===== src/rtl/clk_enable_gen.sv =====
// -----------------------------------------------------------------------------
// clk_enable_gen
//
// Purpose:
//   Re-times the free-running divided clock from the fractional divider into the
//   fast clk_src domain and turns it into single-cycle clock enables.
//   Downstream logic (CPU core, PSG, timers) runs on clk_src and qualifies its
//   work with these enables. The divided clock is never used as a real clock.
//   The block also provides:
//     - a sub-divided enable (ce_div), one pulse per DIV_N rising edges;
//     - a wrapping tick counter of the rising edges;
//     - an optional clock-loss watchdog.
//
// Optional feature:
//   Define CLKEN_WATCHDOG_EN to build the clock-loss watchdog.
//   Without it, clk_alive is a constant 1, including during reset.
//
// Parameters:
//   SYNC_STAGES  synchronizer depth on clk_div_in (2..4)
//   DIV_N        ce_div fires on every DIV_N-th rising edge (1..256)
//   CNT_W        width of tick_count
//   WDT_LIMIT    clk_src cycles without an edge before clk_alive drops (2..65535)
//
// Ports:
//   clk_src     in   fast source clock (same clock that feeds the divider)
//   rst_n       in   asynchronous active-low reset
//   clk_div_in  in   divided clock, treated as asynchronous
//   sync_clear  in   synchronous clear of div_phase and tick_count
//   ce_rise     out  one-cycle pulse per synced rising edge of clk_div_in
//   ce_fall     out  one-cycle pulse per synced falling edge of clk_div_in
//   ce_div      out  one-cycle pulse on every DIV_N-th ce_rise
//   div_phase   out  current divide phase, 0..DIV_N-1
//   tick_count  out  rising edges seen, wraps
//   clk_alive   out  high while the divided clock is toggling
// -----------------------------------------------------------------------------
module clk_enable_gen #(
   parameter int SYNC_STAGES = 2,
   parameter int DIV_N       = 2,
   parameter int CNT_W       = 16,
   parameter int WDT_LIMIT   = 64
) (
   input  logic             clk_src,
   input  logic             rst_n,
   input  logic             clk_div_in,
   input  logic             sync_clear,
   output logic             ce_rise,
   output logic             ce_fall,
   output logic             ce_div,
   output logic [7:0]       div_phase,
   output logic [CNT_W-1:0] tick_count,
   output logic             clk_alive
);

   // Reject illegal parameter combinations at elaboration time.
   if (SYNC_STAGES < 2 || SYNC_STAGES > 4 || DIV_N < 1 || DIV_N > 256 ||
       CNT_W < 1 || WDT_LIMIT < 2 || WDT_LIMIT > 65535) begin : g_param_check
      $error("clk_enable_gen: parameter out of legal range");
   end

   localparam logic [7:0] LAST_PHASE = 8'(DIV_N - 1);

   // ---------------------------------------------------------------------------
   // Synchronizer chain; the last stage is the re-timed level "s".
   // ---------------------------------------------------------------------------
   logic [SYNC_STAGES-1:0] sync_q;
   logic [SYNC_STAGES-1:0] sync_d;

   for (genvar gi = 0; gi < SYNC_STAGES; gi++) begin : g_sync
      if (gi == 0) begin : g_first
         assign sync_d[gi] = clk_div_in;
      end else begin : g_next
         assign sync_d[gi] = sync_q[gi-1];
      end
   end

   always_ff @(posedge clk_src or negedge rst_n) begin
      if (!rst_n) begin
         sync_q <= '0;
      end else begin
         sync_q <= sync_d;
      end
   end

   logic s;
   logic rise_det;
   logic fall_det;

   logic             prev_q, prev_d;
   logic             ce_rise_q, ce_rise_d;
   logic             ce_fall_q, ce_fall_d;
   logic             ce_div_q, ce_div_d;
   logic [7:0]       div_phase_q, div_phase_d;
   logic [CNT_W-1:0] tick_count_q, tick_count_d;

   assign s = sync_q[SYNC_STAGES-1];

   // Edge detection on the synchronized level. These signals are high for
   // the one cycle before the registered enables appear.
   assign rise_det = s & ~prev_q;
   assign fall_det = ~s & prev_q;

   always_comb begin
      prev_d       = s;
      ce_rise_d    = rise_det;
      ce_fall_d    = fall_det;
      ce_div_d     = 1'b0;
      div_phase_d  = div_phase_q;
      tick_count_d = tick_count_q;

      // A clear takes priority over a coincident rise. Both counters restart
      // from 0 and ce_div is suppressed. ce_rise and ce_fall are unaffected.
      if (sync_clear) begin
         div_phase_d  = 8'd0;
         tick_count_d = '0;
      end else if (rise_det) begin
         tick_count_d = tick_count_q + CNT_W'(1);
         if (div_phase_q == LAST_PHASE) begin
            div_phase_d = 8'd0;
            ce_div_d    = 1'b1;
         end else begin
            div_phase_d = div_phase_q + 8'd1;
         end
      end
   end

   always_ff @(posedge clk_src or negedge rst_n) begin
      if (!rst_n) begin
         prev_q       <= 1'b0;
         ce_rise_q    <= 1'b0;
         ce_fall_q    <= 1'b0;
         ce_div_q     <= 1'b0;
         div_phase_q  <= 8'd0;
         tick_count_q <= '0;
      end else begin
         prev_q       <= prev_d;
         ce_rise_q    <= ce_rise_d;
         ce_fall_q    <= ce_fall_d;
         ce_div_q     <= ce_div_d;
         div_phase_q  <= div_phase_d;
         tick_count_q <= tick_count_d;
      end
   end

   assign ce_rise    = ce_rise_q;
   assign ce_fall    = ce_fall_q;
   assign ce_div     = ce_div_q;
   assign div_phase  = div_phase_q;
   assign tick_count = tick_count_q;

   // ---------------------------------------------------------------------------
   // Clock-loss watchdog
   // ---------------------------------------------------------------------------
`ifdef CLKEN_WATCHDOG_EN
   localparam logic [15:0] WDT_MAX = 16'(WDT_LIMIT);

   logic [15:0] wdt_q, wdt_d;
   logic        clk_alive_q, clk_alive_d;

   always_comb begin
      wdt_d       = wdt_q;
      clk_alive_d = clk_alive_q;
      // An edge in the same cycle the limit would be reached wins.
      if (rise_det | fall_det) begin
         wdt_d       = 16'd0;
         clk_alive_d = 1'b1;
      end else begin
         if (wdt_q != WDT_MAX) begin
            wdt_d = wdt_q + 16'd1;
         end
         // Drop clk_alive on the same edge the counter lands on the limit,
         // so it falls exactly WDT_LIMIT cycles after the last edge enable.
         if (wdt_d == WDT_MAX) begin
            clk_alive_d = 1'b0;
         end
      end
   end

   always_ff @(posedge clk_src or negedge rst_n) begin
      if (!rst_n) begin
         wdt_q       <= 16'd0;
         clk_alive_q <= 1'b0;
      end else begin
         wdt_q       <= wdt_d;
         clk_alive_q <= clk_alive_d;
      end
   end

   assign clk_alive = clk_alive_q;
`else
   assign clk_alive = 1'b1;
`endif

endmodule


===== config.mk =====
export PLATFORM = sky130hd
export DESIGN_NAME = clk_enable_gen
export DESIGN_NICKNAME = d
export VERILOG_FILES = /design/src/rtl/clk_enable_gen.sv
export SDC_FILE = /design/constraint.sdc
export NUM_CORES = 1
export LEC_CHECK = 0
export CAP_MARGIN = 20
export CORE_UTILIZATION = 30
export CTS_CLUSTER_SIZE = 12
export DETAILED_ROUTE_END_ITERATION = 16
export PLACE_DENSITY = 0.57
export SLEW_MARGIN = 10
export SYNTH_ARGS = -nofsm -noshare
export SYNTH_HDL_FRONTEND = slang
export SYNTH_SLANG_ARGS = --single-unit

===== constraint.sdc =====
create_clock -name clk_src -period 2.17 [get_ports clk_src]
set_input_delay 0.217 -clock clk_src [delete_from_list [all_inputs] [get_ports clk_src]]
set_output_delay 0.217 -clock clk_src [all_outputs]
set_load 0.1 [all_outputs]

; Word level (Yosys, flattened, before mapping)
; Index checks and enable logic that the tools add are counted.
[word_totals]
output_inout_bits = 28
reg_bits = 30
wordCells = 23
[op_classes]
n_bitwise = 4
n_eq_ne = 1
n_reduce_logical = 1
muxes = 8
addsub = 2
[op_table]
columns = cell, count
row1 = $mux 16, 2
row2 = $mux 8, 3
row3 = $add 16x1->16 const B, 1
row4 = $add 8x1->8 const B, 1
row5 = $eq 8x1->1 const B, 1
row6 = $mux 1, 3
row7 = $and 1x1->1, 2
row8 = $not 1->1, 2
row9 = $reduce_bool 2->1, 1

; Depth between registers and ports, before layout
; Gate-level depths: netlist of the first run.
[logic_depth]
ltp_word = 4
mapped_depth = 6
depth_no_buf = 6

; Least setup slack after synthesis of the first run
; No wires, ideal clock.
[synth_path]
path_kind = reg-to-reg
start = register div_phase_q[1], in the netlist div_phase[1]
end = register div_phase_q[7], in the netlist div_phase[7]
setup_time_ps = 72
required_time_ps = 2098
setup_slack_ps = -208
period_less_slack_ps = 2378
t_arrival_ps = 2307
stages_incl_launch_ff = 7
cell_sequence = dfrtp_1 -> inv_1 -> ha_1 -> nor4b_1 -> a211o_1 -> or4_1 -> nand3_1
[synth_between]
elab_chain_cells = 4
[synth_rtl]
columns = element, line
row1 = "start, declared", 92  ; logic [7:0] div_phase_q, div_phase_d;
row2 = "start signal, assigned", 139  ; div_phase_q <= div_phase_d;
row3 = $add 8x1->8 or $eq 8x1->1 (tied branches), "121, 117"
row4 = $mux 8 (*), 117  ; if (div_phase_q == LAST_PHASE) begin
row5 = $mux 8 (*), 115  ; end else if (rise_det) begin
row6 = $mux 8 (*), 112  ; if (sync_clear) begin
; Every way passes the cells marked *; elsewhere a longest branch is shown, timed or not. The select of a mux whose other input is x is not followed.
; A chain may end at the register's enable or synchronous reset.

; Worst setup path after layout of the first run
[layout_path]
start = register div_phase_q[0], in the netlist div_phase[0]
end = register div_phase_q[7], in the netlist div_phase[7]
; Same word-level chain as after synthesis.

==> flow_summary.ini, run 1 <==
[synth]
netlist_instances = 134
synth.top_cell.area_share_pct = 54.0
synthArstFlopShare_pct = 100
synthesis.nets = 141
avgSynthCellArea_um2 = 10.4
synth.most_common_cell = dfrtp_1
synthTopCellsByArea = dfrtp_1, xor2_1, nor2_1
synth_largest_area_cell = dfrtp_1
synth_commonest_cells = dfrtp_1, nor2_1, nand2_1, xor2_1, o21ai_0
ys.flop_type = dfrtp_1
yosys_warnings = 0
synth_area_um2 = 1390
synth-edff-count = 0
yosys.cell_types.count = 34
yosysSeqAreaShare_pct = 54.0
synth_seq_cells = 30

[cts]
clkLatencyLatePin_ps = 280
cts_root_buffer = clkbuf_8
cts_max_path_buffers = 2
cts.clk_slew.worst_paths_ps = 60
clock_sinks = 30
cts_buffers = 5
htree_levels = 2
ctsResizeCount = 0
cts_post_setup_buffers_inserted = 0
cts-hold-fix-buffers = 0
cts_tree = built

[layout]
fin_cells = 222
nets = 177
n_antenna_cell = 0
area.growth.synth_to_final_pct = 28.0
design_area_um2 = 1780
drive_above_1_share_pct = 27.6

[worst_hold_path]
hold_class = in -> async

[timing]
slew_viol_final = 0
fin_crit_sh_pct = 81.8
setup_viol = 0
hold_viol_final = 0
fin_ws_ps = 395
tns_ps = 0
min_period_ps = 1780
rsz0062_at_grt = no
worst_slew_pin_slew_ps = 589
timing.fmax_mhz = 563
relSlewSlack_pct = 60.2
skew_ps = 4.11

[routing]
drt_wl_total_mm = 2.98
routedWlPerCell_um = 13.4
ant_nets = 0
vias_per_cell = 5.07
vias = 1125
dr.pass1.iters = 4
drc = 0
first_iter_violations = 54

[grt]
grtUsageTotal_pct = 13.5
antenna_found_initial = 0
grt_max_degree = 31
grt_pass1_wl_mm = 5.13
grt-ovfl-total = 0
grt_pass1_vias = 1096

[power_and_ir_drop]
power_frac_comb_pct = 10.4
seqPwrFrac_pct = 50.7
peakVddDrop_uv = 245
p_sw_share_pct = 26.1
p_clk_share_pct = 38.9
intPower_mw = 0.847
powerDensity_nw_per_um2 = 643
p_total_mw = 1.15
leakagePower_nw = 0.816
netSwitchingPower_mw = 0.299

[critical_path]
crit_buf_inv = 0
crit_type = reg -> reg
crit_chain = ha_1 > nor4b_1 > a211o_1 > or4_1 > nand3_1
worstPathRequired_ps = 2390
cp_slowest_cell = or4_1
cp_top_family = simple AND/OR/NAND/NOR gates
cpPeakStageDelay_ps = 510
worst-path-max-fanout = 7
critPathArrivalTime_ps = 1990
worst_setup_path_end_kind = register
start_kind = register

[floorplan]
die_x_um = 70.1
rows = 24
io_pins = 32
initial_core_util_pct = 31.5
die-area_um2 = 4910
die_y_um = 70.1
fp.coreArea_um2 = 4410

[place]
port_buffers = 30
placedCellCount = 215
gp_congestion = 0.888
placed_area_um2 = 1690
dpl_worst_slack_ps = 408
dpl.hpwl_mm = 2.11

[run_status]
run_status = finished clean

[run]
max_cap_viol_count = 0
power by group through the flow:
stage | clock network [mW] | registers [mW] | logic [mW]
after floorplan | 0 | 0.639 | 0.0334
after global placement | 0 | 0.591 | 0.120
after detailed placement | 0 | 0.591 | 0.121
after CTS | 0.466 | 0.581 | 0.121
after global routing | 0.495 | 0.582 | 0.128
final | 0.446 | 0.581 | 0.119
registers in the layout (all words and copies together) (netlist names):
register    flops
ce_fall         1
prev_q          1
ce_div          1
sync_q          2
ce_rise         1
div_phase       8
tick_count     16
cell usage in the layout (no fill, tap or decap):
cell type	instances
or3_1	6
a211oi_1	1
o2111ai_1	2
o21ai_0	10
nor3_2	1
o211ai_1	1
nand2b_1	1
and4_1	1
nor4b_1	1
xnor2_1	2
and4b_2	1
nand4_1	5
inv_1	3
inv_2	1
or3_2	1
nand3_1	6
and4b_1	2
clkbuf_1	1
xor2_1	11
and2_1	1
or4_1	1
a21oi_1	8
dfrtp_2	4
and3_2	1
nor2_1	14
buf_4	29
nand4_2	1
clkdlybuf4s50_1	3
nand2_1	11
a31o_2	1
nor2b_1	1
conb_1	1
a211o_1	1
dfrtp_1	26
and4_2	1
ha_1	3
clkbuf_8	6
stage by stage:
stage	util, %	hold WS, ps
global placement	38.4	332
global route	40.3	369
floorplan	-	-78.6
finish	40.3	330
detailed placement	38.4	336
CTS	40.3	343
final cells by class:
cell class                 instances  area, µm²
sequential                        30        756
timing repair buffer              32        248
clock buffer                       7       86.3
tap                               52       65.1
fill                             433       2630
multi-input combinational         97        611
inverter                           4       15.0
layer usage:
metal  routed length [µm]  GRT usage (%)  share of wire (%)  up-vias
met2                 1410           21.9                 47       37
li1                     -              -                  -      544
met3                  167           3.61                5.6        7
met5                    0              0                  0        -
met4                   68           7.33                2.3        0
met1                 1340           16.3                 45      537
final timing paths:
path,startpoint,endpoint,slack (ps),cells past startpoint
max,div_phase[0],div_phase[7],390,5
max reg2reg,div_phase[0],div_phase[7],390,5
max in group asynchronous,rst_n,tick_count[0],1540,2
min,rst_n,tick_count[6],330,2
min reg2reg,sync_q[0],sync_q[1],350,0
min in group clk_src,sync_q[0],sync_q[1],350,0
cell families (layout without fill, tap and decap cells):
kind of cell,after synthesis,after routing,synth area share (%)
buf+inv,7,43,2.16
simple gates,56,56,22.7
fa+ha+maj,3,3,2.70
flops,30,30,54.0
compound gates,24,24,10.1
other cells,1,1,0.270
xor+xnor,13,13,8.18
Note: power is estimated with default switching activity, not from simulation.
==> run 2: changes to the inputs <==
--- a/config.mk
+++ b/config.mk
@@ -9,7 +9,7 @@
 export CORE_UTILIZATION = 30
 export CTS_CLUSTER_SIZE = 12
 export DETAILED_ROUTE_END_ITERATION = 16
-export PLACE_DENSITY = 0.57
+export PLACE_DENSITY = 0.59
 export SLEW_MARGIN = 10
 export SYNTH_ARGS = -nofsm -noshare
 export SYNTH_HDL_FRONTEND = slang
==> constraint.sdc (replaced) <==
create_clock -name clk_src -period 1.6 [get_ports clk_src]
set_input_delay 0.16 -clock clk_src [delete_from_list [all_inputs] [get_ports clk_src]]
set_output_delay 0.16 -clock clk_src [all_outputs]
set_load 0.1 [all_outputs]
==> flow_summary.ini, run 2 (synthesized netlist as in run 1, its figures left out) <==
[power_and_ir_drop]
p_total_mw = 1.58
p_clk_share_pct = 36.4
intPower_mw = 1.16
powerDensity_nw_per_um2 = 692
power_frac_comb_pct = 13.9
p_sw_share_pct = 26.7
peakVddDrop_uv = 358
leakagePower_nw = 0.900
seqPwrFrac_pct = 49.7
netSwitchingPower_mw = 0.423

[place]
port_buffers = 30
dpl.hpwl_mm = 2.30
gp_congestion = 0.787
dpl_worst_slack_ps = -36.1
placed_area_um2 = 2200

[timing]
fin_ws_ps = -13.2
slew_viol_final = 0
timing.fmax_mhz = 620
min_period_ps = 1610
fin_crit_sh_pct = 101
skew_ps = 4.71
setup_viol = 1
rsz0062_at_grt = yes
hold_viol_final = 0

[floorplan]
die-area_um2 = 4910
rows = 24
die_y_um = 70.1
die_x_um = 70.1
io_pins = 32
initial_core_util_pct = 31.5
fp.coreArea_um2 = 4410

[critical_path]
crit_chain = ha_4 > nor4b_4 > a211o_1 > or4_1 > nand3_1
crit_path_end = div_phase[7]
reg2reg_depth = 5
cp_top_family = simple AND/OR/NAND/NOR gates
crit_buf_inv = 0
r2r_start = div_phase[0]
regToRegSetupSlack_ps = -10
start_kind = register
path_depth = 5
critPathArrivalTime_ps = 1820
critical_path.startpoint = div_phase[0]
worstPathRequired_ps = 1800
cpPeakStageDelay_ps = 490
cp_slowest_cell = dfrtp_4
worst_setup_path_end_kind = register
worst-path-max-fanout = 3
r2r-end = div_phase[7]
crit_type = reg -> reg

[routing]
ant_nets = 0
drt_wl_total_mm = 3.19
drc = 0
first_iter_violations = 63
vias_per_cell = 5.06
dr.pass1.iters = 4
routedWlPerCell_um = 13.8
vias = 1169

[worst_hold_path]
hold_class = in -> async

[cts]
cts_tree = built
cts_root_buffer = clkbuf_8
clock_sinks = 30
cts.clk_slew.worst_paths_ps = 60
cts_post_setup_buffers_inserted = 0
cts-hold-fix-buffers = 0
htree_levels = 2
cts_buffers = 5
cts_max_path_buffers = 2
clkLatencyLatePin_ps = 280

[layout]
nets = 185
drive_above_1_share_pct = 44.1
area.growth.synth_to_final_pct = 64.5
design_area_um2 = 2290
n_antenna_cell = 0
layout_common_cells = buf_12, nor2_1, dfrtp_4
largest_reg_flops = 16
fillers = 379
final_common_cell = buf_12

[grt]
antenna_found_initial = 0
grt-ovfl-total = 0
grt_pass1_vias = 1241
grtUsageTotal_pct = 14.8
grt_pass1_wl_mm = 5.75
grt_max_degree = 31

[run_status]
run_status = complete, but fails checks
violations = setup timing

[run]
max_cap_viol_count = 0
run 2: worst min path at each step:
stage               slack, ps       from       endpoint
floorplan                -140      rst_n         ce_div
global placement          330  sync_q[0]      sync_q[1]
detailed placement        340  sync_q[0]      sync_q[1]
CTS                       270      rst_n  tick_count[3]
global route              290      rst_n  tick_count[4]
finish                    270      rst_n  tick_count[4]
run 2: final cells by class:
cell class / count / area (µm²) / area share [%]
tap: 52 / 65.1 / 2.84
clock buffer: 8 / 80.1 / 3.50
timing repair buffer: 40 / 646 / 28.2
multi-input combinational: 97 / 671 / 29.3
inverter: 4 / 15.0 / 0.656
sequential: 30 / 812 / 35.5
run 2: power groups by stage:
| stage | Combinational (mW) | Clock (mW) | Sequential [mW] |
|---|---|---|---|
| after floorplan | 0.0502 | 0 | 0.873 |
| after global placement | 0.217 | 0 | 0.802 |
| after detailed placement | 0.222 | 0 | 0.803 |
| after CTS | 0.222 | 0.601 | 0.788 |
| after global routing | 0.235 | 0.632 | 0.789 |
| final | 0.220 | 0.576 | 0.788 |
run 2: timing repair:
item                       4_1_cts  5_1_grt
pin swaps                        1        0
setup endpoints to repair        1        3
hold endpoints to repair         0        0
resized for setup                0        1
run 2: per-stage QoR:
| step | std cells | hold WS (ps) | TNS [ps] | utilization (%) |
|---|---|---|---|---|
| CTS | 231 | 270 | -15.2 | 51.6 |
| detailed placement | 223 | 336 | -36.1 | 49.8 |
| global route | 231 | 295 | -59.3 | 51.8 |
| finish | 231 | 271 | -13.2 | 51.8 |
| floorplan | 134 | -136 | -611 | - |
| global placement | 223 | 332 | 0 | 49.8 |
run 2: metal layers:
metal	global-route usage, %	up-vias	wire, µm
met3	5.05	6	169
met2	23.7	35	1510
met4	5.11	0	45
met5	0	-	0
li1	-	563	-
met1	18.5	565	1460
==> RTL edit 1: new RTL, settings of run 1 <==
The option `CLKEN_WATCHDOG_EN` is turned on by a define.
--- a/src/rtl/clk_enable_gen.sv
+++ b/src/rtl/clk_enable_gen.sv
@@ -33,6 +33,8 @@
 //   tick_count  out  rising edges seen, wraps
 //   clk_alive   out  high while the divided clock is toggling
 // -----------------------------------------------------------------------------
+`define CLKEN_WATCHDOG_EN
+
 module clk_enable_gen #(
    parameter int SYNC_STAGES = 2,
    parameter int DIV_N       = 2,
Formal check against the unedited RTL: not equivalent (Yosys sat finds a counterexample within 4 cycles, from zero or initial values and one cycle with rst_n low).
==> RTL edit 1 against run 1 <==
  * Power grew 42%
  * Setup slack lost 0.14 ns
  * Critical path type unchanged
  * Critical endpoint is now clk_alive
  * Sequential power grew 58%
  * Worst hold slack gained 0.021 ns
  * Sequential cell count grew 17
  * Wire length grew 69%
  * Cell area grew 66%
  * Area after synthesis grew 79%
==> RTL edit 1: results (changes against run 1) <==
- Status: finished, final reports clean (unchanged)
- Top cells by area, synth: dfrtp_1 (47%), xnor2_1 (7.0%), xor2_1 (5.6%), nor2_1 (4.5%), ha_1 (3.5%) (was dfrtp_1 (54%), xor2_1 (6.9%), nor2_1 (3.8%), o21ai_0 (3.6%), nand2_1 (3.0%))
- Final worst setup slack: 0.2564 ns (was 0.3946 ns)
- Synth Instances: 250 (was 134)
- Gr usage total: 13.01% (was 13.51%)
- Synth Register Bits: 47 (was 30)
- DP Area: 2864 um2 (was 1694 um2)
- XOR/XNOR share of the synthesized area: 12.64% (was 8.183%)
- Nonclk inv count: 8 (was 4)
- Final Cell Area: 2954 um2 (was 1780 um2)
- Final RePlAce weighted congestion: 0.7815 (was 0.8877)
- Tightest Hold Check Type: in2reg (was in2async)
- Min Hold Slack: 0.3514 ns (was 0.3305 ns)
- Post-synthesis mux area share: 1.204% (was 0%)
- Largest net degree at the start of global routing: 27 (was 31)
- Crit path DAT: 2.08 ns (was 1.99 ns)
- HPWL after DPL: 3595 um (was 2111 um)
- Met3 GRT Util: 3.089% (was 3.608%)
- Vias in the first global route: 1760 (was 1096)
- Met2 Use GR: 18.50% (was 21.90%)
- Leak: 1.318 nW (was 0.8163 nW)
- Clock buf count: 6 (was 7)
- Met1 wire length: 2544 um (was 1336 um)
- Yosys cell types: 44 (was 34)
- NonClk Buf Share: 10.50% (was 13.91%)
- Post-synthesis compound-gate area fraction: 6.322% (was 10.07%)
- Multi-input gate count: 183 (was 97)
- Avg WL per Cell: 13.07 um (was 13.41 um)
- IO buf count: 31 (was 30)
- Share of cells above drive strength 1: 17.96% (was 27.65%)
- Max_slew headroom: 62.70% (was 60.21%)
- Slowest stage delay, CP: 0.44 ns (was 0.51 ns)
- Multi-input logic area: 1226 um2 (was 610.6 um2)
- Commonest cells in the netlist: dfrtp_1 (47), nor2_1 (30), xnor2_1 (20) (was dfrtp_1 (30), nor2_1 (14), nand2_1 (11), xor2_1 (11), o21ai_0 (10))
- Met3 WL: 162 um (was 167 um)
- PwrDens: 552.5 nW/um2 (was 643.5 nW/um2)
- Fillers: 778 (was 433)
- WL final: 5045 um (was 2977 um)
- Global routing usage on met1: 18.91% (was 16.30%)
- RR Endpoint: clk_alive (was div_phase[7])
- First-pass GRT wire length: 8776 um (was 5126 um)
- Routed wl met2: 2245 um (was 1405 um)
- P_sw: 0.4498 mW (was 0.2986 mW)
- DRT iter0 DRCs: 67 (was 54)
- Clock share of power: 31.4% (was 38.9%)
- Sequential area share after synthesis: 47.17% (was 53.96%)
==> RTL edit 1: changes by cell type in the layout (fill, tap and decap cells not counted), moves of 6 or more <==
cell / before / now
and2_1: 1 / 13
o21ai_0: 10 / 2
nor2_1: 14 / 30
xnor2_1: 2 / 20
and3_1: 0 / 6
nand3_1: 6 / 13
dfrtp_1: 26 / 44
nor3_1: 0 / 9
==> RTL edit 1: what timing repair did <==
action                    in CTS  in global routing
hold buffers                   1                  0
setup buffers                  0                  0
hold endpoints to repair      21                  0
resized for setup              0                  0
==> RTL edit 1: worst max path at each step <==
| stage | startpoint | endpoint | slack [ns] | cells past startpoint |
|---|---|---|---|---|
| after CTS | wdt_q[0] | clk_alive | 0.24 | 7 |
| after floorplan | tick_count[4] | tick_count[15] | 0.06 | 5 |
| after global placement | wdt_q[0] | clk_alive | 0.35 | 7 |
| after detailed placement | wdt_q[0] | clk_alive | 0.26 | 7 |
| after global routing | wdt_q[0] | clk_alive | 0.05 | 7 |
| final | wdt_q[0] | clk_alive | 0.26 | 7 |
==> RTL edit 2: new RTL, settings of run 1 <==
Without the edit above. Put one more register stage on the output `div_phase`, with the module's reset. The value now appears one clock later. The other outputs are not delayed to match.
--- a/src/rtl/clk_enable_gen.sv
+++ b/src/rtl/clk_enable_gen.sv
@@ -144,7 +144,13 @@
    assign ce_rise    = ce_rise_q;
    assign ce_fall    = ce_fall_q;
    assign ce_div     = ce_div_q;
-   assign div_phase  = div_phase_q;
+   always_ff @(posedge clk_src or negedge rst_n) begin
+      if (!rst_n) begin
+         div_phase <= '0;
+      end else begin
+         div_phase <= div_phase_q;
+      end
+   end
    assign tick_count = tick_count_q;
 
    // ---------------------------------------------------------------------------
Behaviour: not the same (a bounded check fails within 4 cycles, from zero or initial values and one cycle with rst_n low).
==> RTL edit 2 against run 1 <==
  * Sequential cell count is 8 higher
  * Sequential power increased by 26%
  * Non-clock buffer count is 1 lower
  * Final cell count up 13%
  * Power is 18% higher
  * Area after synthesis is 18% higher
  * Wire length rose by 4.0%
  * Largest power group unchanged
  * Via count grew 6.2%
  * Cell area increased by 13%
  * Sequential share of layout area increased by 4.7 points
  * Setup slack improved by 0.091 ns
==> RTL edit 2: results (changes against run 1) <==
- DRT iter0 DRCs: 54 (unchanged)
- Min Clock Period, post-route: 1.684 ns (was 1.775 ns)
- Met2 Use GR: 18.55% (was 21.90%)
- Layout Nets: 186 (was 177)
- Clock Power: 0.501 mW (was 0.446 mW)
- RR Endpoint: div_phase_q[7] (was div_phase[7])
- WL final: 3096 um (was 2977 um)
- Crit path DAT: 1.90 ns (was 1.99 ns)
- H-tree depth: 2 (unchanged)
- Syn. warnings: 0 (unchanged)
- Clock Skews: 0.007185 ns (was 0.004110 ns)
- Largest net degree at the start of global routing: 39 (was 31)
- First-pass DRT Iterations: 4 (unchanged)
- Met1 wire length: 1434 um (was 1336 um)
- Inst Count DP: 242 (was 215)
- Max VDD drop: 273.9 uV (was 244.9 uV)
- Routed wl met2: 1444 um (was 1405 um)
- Share of cells above drive strength 1: 24.44% (was 27.65%)
- CTS buffer count: 5 (unchanged)
- Crit end category: register (unchanged)
- Max_slew headroom: 46.48% (was 60.21%)
- Initial antenna violation count: 0 (unchanged)
- Max Used Layer: met4 (unchanged)
- Commonest cells in the netlist: dfrtp_1 (38), nor2_1 (18), xor2_1 (13) (was dfrtp_1 (30), nor2_1 (14), nand2_1 (11), xor2_1 (11), o21ai_0 (10))
- Vias in the first global route: 1133 (was 1096)
- Fin cells: 250 (was 222)
- Global routing usage on met1: 15.06% (was 16.30%)
- Final RePlAce weighted congestion: 0.7707 (was 0.8877)
- DP Area: 1926 um2 (was 1694 um2)
- N_diodes: 0 (unchanged)
- Dpl ws: 0.5069 ns (was 0.4083 ns)
- Post-CTS repair timing setup buffer count: 0 (unchanged)
- Syn nets: 154 (was 141)
- Gr usage total: 12.10% (was 13.51%)
- Leak: 0.9480 nW (was 0.8163 nW)
- Sequential area share after synthesis: 57.93% (was 53.96%)
- Sw Share: 26.08% (was 26.06%)
- Top cells by area, synth: dfrtp_1 (58%), xor2_1 (6.9%), nor2_1 (4.1%), a21oi_1 (2.7%), nand2_1 (2.7%) (was dfrtp_1 (54%), xor2_1 (6.9%), nor2_1 (3.8%), o21ai_0 (3.6%), nand2_1 (3.0%))
- Min Hold Slack: 0.01790 ns (was 0.3305 ns)
- CTS clk-pin slew, worst paths: 0.08 ns (was 0.06 ns)
- Worst-path maximum fanout: 10 (was 7)
- Async SR Flop Fraction: 100.0% (unchanged)
- First-pass GRT wire length: 5485 um (was 5126 um)
- Met3 GRT Util: 3.832% (was 3.608%)
- Avg Cell Area, Syn: 11.17 um2 (was 10.38 um2)
- Met3 WL: 139 um (was 167 um)
- Slowest stage delay, CP: 0.40 ns (was 0.51 ns)
- Vias: 1195 (was 1125)
- Tot Pwr: 1.350 mW (was 1.146 mW)
- HPWL after DPL: 2150 um (was 2111 um)
- Worst reg2reg path startpoint: prev_q (was div_phase[0])
- Crit-path slowest cell: dfrtp_1 (was or4_1)
- Status: finished, final reports clean (unchanged)
[RTL edit 2: cell families (layout without fill, tap and decap cells)]
group | count (synthesis) | count (layout) | share of synthesized area, %
flip-flops | 38 | 38 | 57.93
other | 1 | 1 | 0.2284
buffers and inverters | 8 | 41 | 3.125
AND/OR/NAND/NOR | 62 | 62 | 20.96
adder cells (fa/ha/maj) | 3 | 3 | 2.287
AO/OA/AOI/OAI | 21 | 21 | 8.003
XOR/XNOR | 14 | 14 | 7.470
[RTL edit 2: how the worst min path moves through the flow]
stage / to / depth (start not counted)
after floorplan: ce_div / 0
after global placement: sync_q[1] / 0
after detailed placement: sync_q[1] / 0
after CTS: div_phase_q[7] / 1
after global routing: div_phase_q[7] / 1
final: div_phase_q[7] / 1
[RTL edit 2: layout make-up]
cell class / count / area [um2]
clock buffers: 6 / 82.58
clock inverters: 2 / 12.51
fillers: 517 / 3152
inverters: 2 / 10.01
multi-input cells: 101 / 639.4
flip-flops and latches: 38 / 953.4
well taps: 70 / 87.58
repair buffers: 31 / 235.2
